**src/rtl/sc_io_port.sv**
```systemverilog
// sc_io_port: memory-mapped slide-switch / seven-segment / LED port.
// Four word registers live in a 16-byte window at IO_BASE: SW (debounced
// switches), HEX (six hex digits), LED, and STATUS (sticky change flag with
// write-1-to-clear plus a count of accepted switch changes). Reads are
// combinational from addr; writes land on the rising clock edge.
module sc_io_port #(
   parameter logic [31:0] IO_BASE         = 32'h0000_0080,
   parameter int unsigned DEBOUNCE_CYCLES = 16
) (
   input  logic        clock,
   input  logic        reset,
   input  logic [31:0] addr,
   input  logic [31:0] wdata,
   input  logic        we,
   output logic [31:0] rdata,
   input  logic [9:0]  sw_in,
   output logic [23:0] hex_out,
   output logic [9:0]  led_out,
   output logic        sw_chg
);

   // Debounce FSM encoding.
   localparam logic [0:0] ST_IDLE  = 1'b0;
   localparam logic [0:0] ST_COUNT = 1'b1;

   // Counter value at which a steady change is accepted on the next edge.
   localparam logic [15:0] CNT_LAST = 16'(DEBOUNCE_CYCLES - 1);

   // Register select codes from addr[3:2].
   localparam logic [1:0] REG_SW     = 2'd0;
   localparam logic [1:0] REG_HEX    = 2'd1;
   localparam logic [1:0] REG_LED    = 2'd2;
   localparam logic [1:0] REG_STATUS = 2'd3;

   logic [9:0]  sw_meta_r;
   logic [9:0]  sw_sync_r;
   logic [9:0]  sw_prev_r;
   logic [9:0]  sw_stable_r;
   logic [0:0]  state_r;
   logic [0:0]  state_nxt_s;
   logic [15:0] cnt_r;
   logic [15:0] cnt_nxt_s;
   logic        accept_s;
   logic        sw_chg_r;
   logic        sw_chg_nxt_s;
   logic [15:0] accept_cnt_r;
   logic [23:0] hex_r;
   logic [9:0]  led_r;

   logic        in_win_s;
   logic [1:0]  sel_s;
   logic        wr_hex_s;
   logic        wr_led_s;
   logic        wr_clr_s;

   assign in_win_s = (addr[31:4] == IO_BASE[31:4]);
   assign sel_s    = addr[3:2];
   assign wr_hex_s = we && in_win_s && (sel_s == REG_HEX);
   assign wr_led_s = we && in_win_s && (sel_s == REG_LED);
   assign wr_clr_s = we && in_win_s && (sel_s == REG_STATUS) && wdata[0];

   assign hex_out = hex_r;
   assign led_out = led_r;
   assign sw_chg  = sw_chg_r;

   // Two-flop synchronizer for the raw switch levels, plus a one-cycle history.
   always_ff @(posedge clock or posedge reset) begin
      if (reset) begin
         sw_meta_r <= 10'd0;
         sw_sync_r <= 10'd0;
         sw_prev_r <= 10'd0;
      end else begin
         sw_meta_r <= sw_in;
         sw_sync_r <= sw_meta_r;
         sw_prev_r <= sw_sync_r;
      end
   end

   // Debounce next-state: restart on any bit movement, accept after a full steady window.
   always_comb begin
      state_nxt_s = state_r;
      cnt_nxt_s   = cnt_r;
      accept_s    = 1'b0;
      case (state_r)
         ST_IDLE: begin
            if (sw_sync_r != sw_stable_r) begin
               state_nxt_s = ST_COUNT;
               cnt_nxt_s   = 16'd1;
            end else begin
               state_nxt_s = ST_IDLE;
               cnt_nxt_s   = 16'd0;
            end
         end
         ST_COUNT: begin
            if (sw_sync_r == sw_stable_r) begin
               state_nxt_s = ST_IDLE;
               cnt_nxt_s   = 16'd0;
            end else if (sw_sync_r != sw_prev_r) begin
               state_nxt_s = ST_COUNT;
               cnt_nxt_s   = 16'd1;
            end else if (cnt_r == CNT_LAST) begin
               state_nxt_s = ST_IDLE;
               cnt_nxt_s   = 16'd0;
               accept_s    = 1'b1;
            end else begin
               state_nxt_s = ST_COUNT;
               cnt_nxt_s   = cnt_r + 16'd1;
            end
         end
         default: begin
            state_nxt_s = ST_IDLE;
            cnt_nxt_s   = 16'd0;
         end
      endcase
   end

   // Debounce state, counter and accepted switch vector.
   always_ff @(posedge clock or posedge reset) begin
      if (reset) begin
         state_r     <= ST_IDLE;
         cnt_r       <= 16'd0;
         sw_stable_r <= 10'd0;
      end else begin
         state_r <= state_nxt_s;
         cnt_r   <= cnt_nxt_s;
         if (accept_s) begin
            sw_stable_r <= sw_sync_r;
         end else begin
            sw_stable_r <= sw_stable_r;
         end
      end
   end

   // Sticky change flag: a same-edge accept overrides a write-1-to-clear.
   always_comb begin
      sw_chg_nxt_s = sw_chg_r;
      if (accept_s) begin
         sw_chg_nxt_s = 1'b1;
      end else if (wr_clr_s) begin
         sw_chg_nxt_s = 1'b0;
      end else begin
         sw_chg_nxt_s = sw_chg_r;
      end
   end

   // Status flag and wrapping accept counter.
   always_ff @(posedge clock or posedge reset) begin
      if (reset) begin
         sw_chg_r     <= 1'b0;
         accept_cnt_r <= 16'd0;
      end else begin
         sw_chg_r <= sw_chg_nxt_s;
         if (accept_s) begin
            accept_cnt_r <= accept_cnt_r + 16'd1;
         end else begin
            accept_cnt_r <= accept_cnt_r;
         end
      end
   end

   // CPU-writable HEX and LED registers; upper write bits are dropped.
   always_ff @(posedge clock or posedge reset) begin
      if (reset) begin
         hex_r <= 24'd0;
         led_r <= 10'd0;
      end else begin
         if (wr_hex_s) begin
            hex_r <= wdata[23:0];
         end else begin
            hex_r <= hex_r;
         end
         if (wr_led_s) begin
            led_r <= wdata[9:0];
         end else begin
            led_r <= led_r;
         end
      end
   end

   // Zero-latency read mux; anything outside the window reads as zero.
   always_comb begin
      rdata = 32'd0;
      if (in_win_s) begin
         case (sel_s)
            REG_SW:     rdata = {22'd0, sw_stable_r};
            REG_HEX:    rdata = {8'd0, hex_r};
            REG_LED:    rdata = {22'd0, led_r};
            REG_STATUS: rdata = {accept_cnt_r, 15'd0, sw_chg_r};
            default:    rdata = 32'd0;
         endcase
      end else begin
         rdata = 32'd0;
      end
   end

endmodule

```
**config.mk**
```make
export PLATFORM = sky130hd
export DESIGN_NAME = sc_io_port
export DESIGN_NICKNAME = d
export VERILOG_FILES = /design/src/rtl/sc_io_port.sv
export SDC_FILE = /design/constraint.sdc
export NUM_CORES = 1
export LEC_CHECK = 0
export ABC_CLOCK_PERIOD_IN_PS = 5850
export CORE_MARGIN = 2
export CORE_UTILIZATION = 40
export CTS_CLUSTER_SIZE = 28
export DETAILED_ROUTE_END_ITERATION = 8
export PLACE_DENSITY = 0.82
export SYNTH_ARGS = -nofsm -noshare
export SYNTH_HDL_FRONTEND = slang
export SYNTH_SLANG_ARGS = --single-unit
export TNS_END_PERCENT = 50
```
**constraint.sdc**
```tcl
create_clock -name clock -period 5.85 [get_ports clock]
set_input_delay 0.585 -clock clock [delete_from_list [all_inputs] [get_ports clock]]
set_output_delay 0.585 -clock clock [all_outputs]
set_load 0.02 [all_outputs]
```
==> results.yml <==
sta:
  setup_ws_ns: 1.92
  fin_skew_ns: 0.0117
  rsz0062_at_grt: "no"
  hold_viol: 0
  min_period_ns: 3.93
  tightest_slew_ns: 1.09
  slew_viol_final: 0
  setup_tns_ns: 0
  min_period_over_period_pct: 67.3
  setup-violations-final: 0
  relSlewSlack_pct: 27.0
  fmax_ghz: 0.254
floorplanning:
  start_util_pct: 41.0
  dieHeight_um: 112
  rows: 39
  core_mm2: 0.0114
  io-pin-count: 144
  die_x_um: 112
  die_area_mm2: 0.0126
power_and_ir_drop:
  powerDensity_mw_per_mm2: 229
  ir_drop_mv: 0.135
  leakagePower_uw: 0.00282
critical_path:
  cp-startpoint: "addr[2]"
  critical_path_class: "in2out"
  ff2ff_setup_slack_ns: 3.25
  cp_max_fo: 13
  worstReg2RegEnd: "accept_cnt_r[8]$_DFFE_PP0P_"
  cp.arrival_ns: 3.35
  crit_required_ns: 5.27
  cp-start-kind: "input port"
  rr_worst_depth: 7
  critPathCaptureType: "primary output"
  cp-endpoint: "rdata[30]"
  reg2reg_from: "cnt_r[0]$_DFF_PP0_"
logic_synthesis:
  yosysUniqueCellTypes: 30
  syn_inst: 411
  ys_warn_count: 0
  yosysTopAreaCell: "dfrtp_1"
  synth_area_mm2: 0.00468
  seq_area_frac_synth_pct: 57.8
  syn_nets: 490
  synth.area.top_cells: "dfrtp_1, mux2_2, xnor2_1, xor2_1, nand2_1"
  ys_ff_latch: 108
  syn_area_per_cell_um2: 11.4
  synth_top_area_share_pct: 57.8
clock_network:
  path_clk_slew_ns: 0.07
  cts_root_buf: "clkbuf_16"
  cts_max_path_buffers: 2
  cts_tree: "done"
  insertion_delay_ns: 0.34
  cts_sinks: 108
  cts_setup_buffers: 0
  cts_resized: 0
  cts_buffers: 9
  htreeDepth: 3
  hold_buffers: 0
route:
  num_vias: 3496
  drc: 0
  dr_wl_met2_um: 5080
  top_layer: "met4"
  dr.first_iter.drc_count: 194
  routed_wl_um: 10600
  wl_met3_um: 558
  drt_pass1_iterations: 4
  viasPerCell: 5.07
  ant_nets: 0
  wl_per_cell_um: 15.4
  wl_met1_um: 4810
status:
  status: "completed"
cells_and_area:
  seq_area_mm2: 0.00270
  n_fill_cell: 969
  antennaDiodeCount: 0
  syn2layout_area_growth_pct: 38.1
  stdcell_count: 689
  nNetsFinal: 621
  multi_input_area_mm2: 0.00190
  drive_above_1_share_pct: 10.3
  fin_util_pct: 56.6
grt:
  track_usage_pct: 17.1
  grt-ovfl-total: 0
  grt_antenna_before_repair: 0
  grt_pass1_wl_um: 17600
  grt_pass1_vias: 3598
  grt_max_degree: 64
placement:
  portBuffers: 133
  dp_slack_ns: 1.89
  gp_congestion: 0.815
  dp_hpwl_um: 7740
  place_inst: 674
hold_path:
  hp-class: "reg2reg"
job:
  maxCapViolations: 0
synthesized netlist by cell type (all sizes together):
| cell type | n |
|---|---|
| inv | 4 |
| clkbuf | 12 |
| mux2 | 34 |
| nor2 | 46 |
| nand2b | 1 |
| nor4b | 1 |
| and3 | 7 |
| and2 | 18 |
| a22oi | 8 |
| mux2i | 9 |
| nand3 | 10 |
| ha | 2 |
| nand2 | 47 |
| xnor2 | 28 |
| a21boi | 1 |
| and4 | 1 |
| nor4 | 17 |
| xor2 | 20 |
| mux4 | 1 |
| nor3 | 3 |
| a21o | 1 |
| a21oi | 10 |
| dfrtp | 108 |
| nor2b | 5 |
| nand4 | 13 |
| buf | 3 |
| or2 | 1 |
state kept, by name, indices dropped and copies added, names as in the netlist:
register      flops
sw_chg            1
sw_stable_r      10
sw_prev_r        10
accept_cnt_r     16
cnt_r            16
led_out          10
state_r           1
sw_meta_r        10
sw_sync_r        10
hex_out          24
worst min path at each step:
stage,start,endpoint,slack (ns),depth (start not counted)
after detailed placement,sw_meta_r[0]$_DFF_PP0_,sw_sync_r[0]$_DFF_PP0_,0.33,0
final,sw_meta_r[8]$_DFF_PP0_,sw_sync_r[8]$_DFF_PP0_,0.35,0
after floorplan,sw_meta_r[0]$_DFF_PP0_,sw_sync_r[0]$_DFF_PP0_,0.33,0
after global routing,sw_meta_r[8]$_DFF_PP0_,sw_sync_r[8]$_DFF_PP0_,0.36,0
after CTS,sw_meta_r[0]$_DFF_PP0_,sw_sync_r[0]$_DFF_PP0_,0.35,0
after global placement,sw_meta_r[7]$_DFF_PP0_,sw_sync_r[7]$_DFF_PP0_,0.34,0
report_power, final:
group          switching, uW  leakage [uW]  internal (uW)
combinational           33.3       0.00124           48.7
sequential              8.21       0.00143            757
clock                    259      0.000153            375
total                    301       0.00282           1180
logic make-up (layout without fill, tap and decap cells):
family                     after synthesis  in the layout  synth area share (%)
adders and majority gates                2              2                 0.535
muxes                                   44             44                  10.6
AOI/OAI and AO/OA                       20             20                  2.68
DFF                                    108            108                  57.8
buffers and inverters                   19            154                  1.58
xor gates and xnor gates                48             48                  8.99
and+or+nand+nor                        170            170                  17.8
routing by layer:
metal	vias up	GRT usage, %
met5	-	0
met4	0	6.99
met3	10	4.00
met2	100	27.7
met1	1727	22.2
li1	1659	-
stage by stage:
step | hold WS (ns) | power [uW] | cell area, um^2
floorplan | 0.331 | 806 | 4680
global placement | 0.336 | 860 | 6150
detailed placement | 0.335 | 862 | 6150
CTS | 0.349 | 1500 | 6460
global route | 0.357 | 1530 | 6460
finish | 0.348 | 1480 | 6460
cells in the final DEF, fill, tap and decap left out, drive strengths merged, types with 7 or more instances in the layout:
cell type,n
a21oi,10
a22oi,8
and2,18
and3,7
clkbuf,10
clkdlybuf4s50,133
dfrtp,108
mux2,34
mux2i,9
nand2,47
nand3,10
nand4,13
nor2,46
nor4,17
xnor2,28
xor2,20
worst max-delay path, cell delays in order:
cell	delay (ns)
clkdlybuf4s50_1	0.96
and2_1	0.40
nor2b_1	0.56
and2_1	0.22
clkdlybuf4s50_1	0.62
layout make-up:
class | count | area share [%]
Sequential cell | 108 | 41.9
Multi-Input combinational cell | 284 | 29.4
Timing Repair Buffer | 135 | 20.8
Clock buffer | 10 | 3.55
Tap cell | 143 | 2.77
Clock inverter | 5 | 1.28
Inverter | 4 | 0.271
Power figures use the tool's default switching activity.
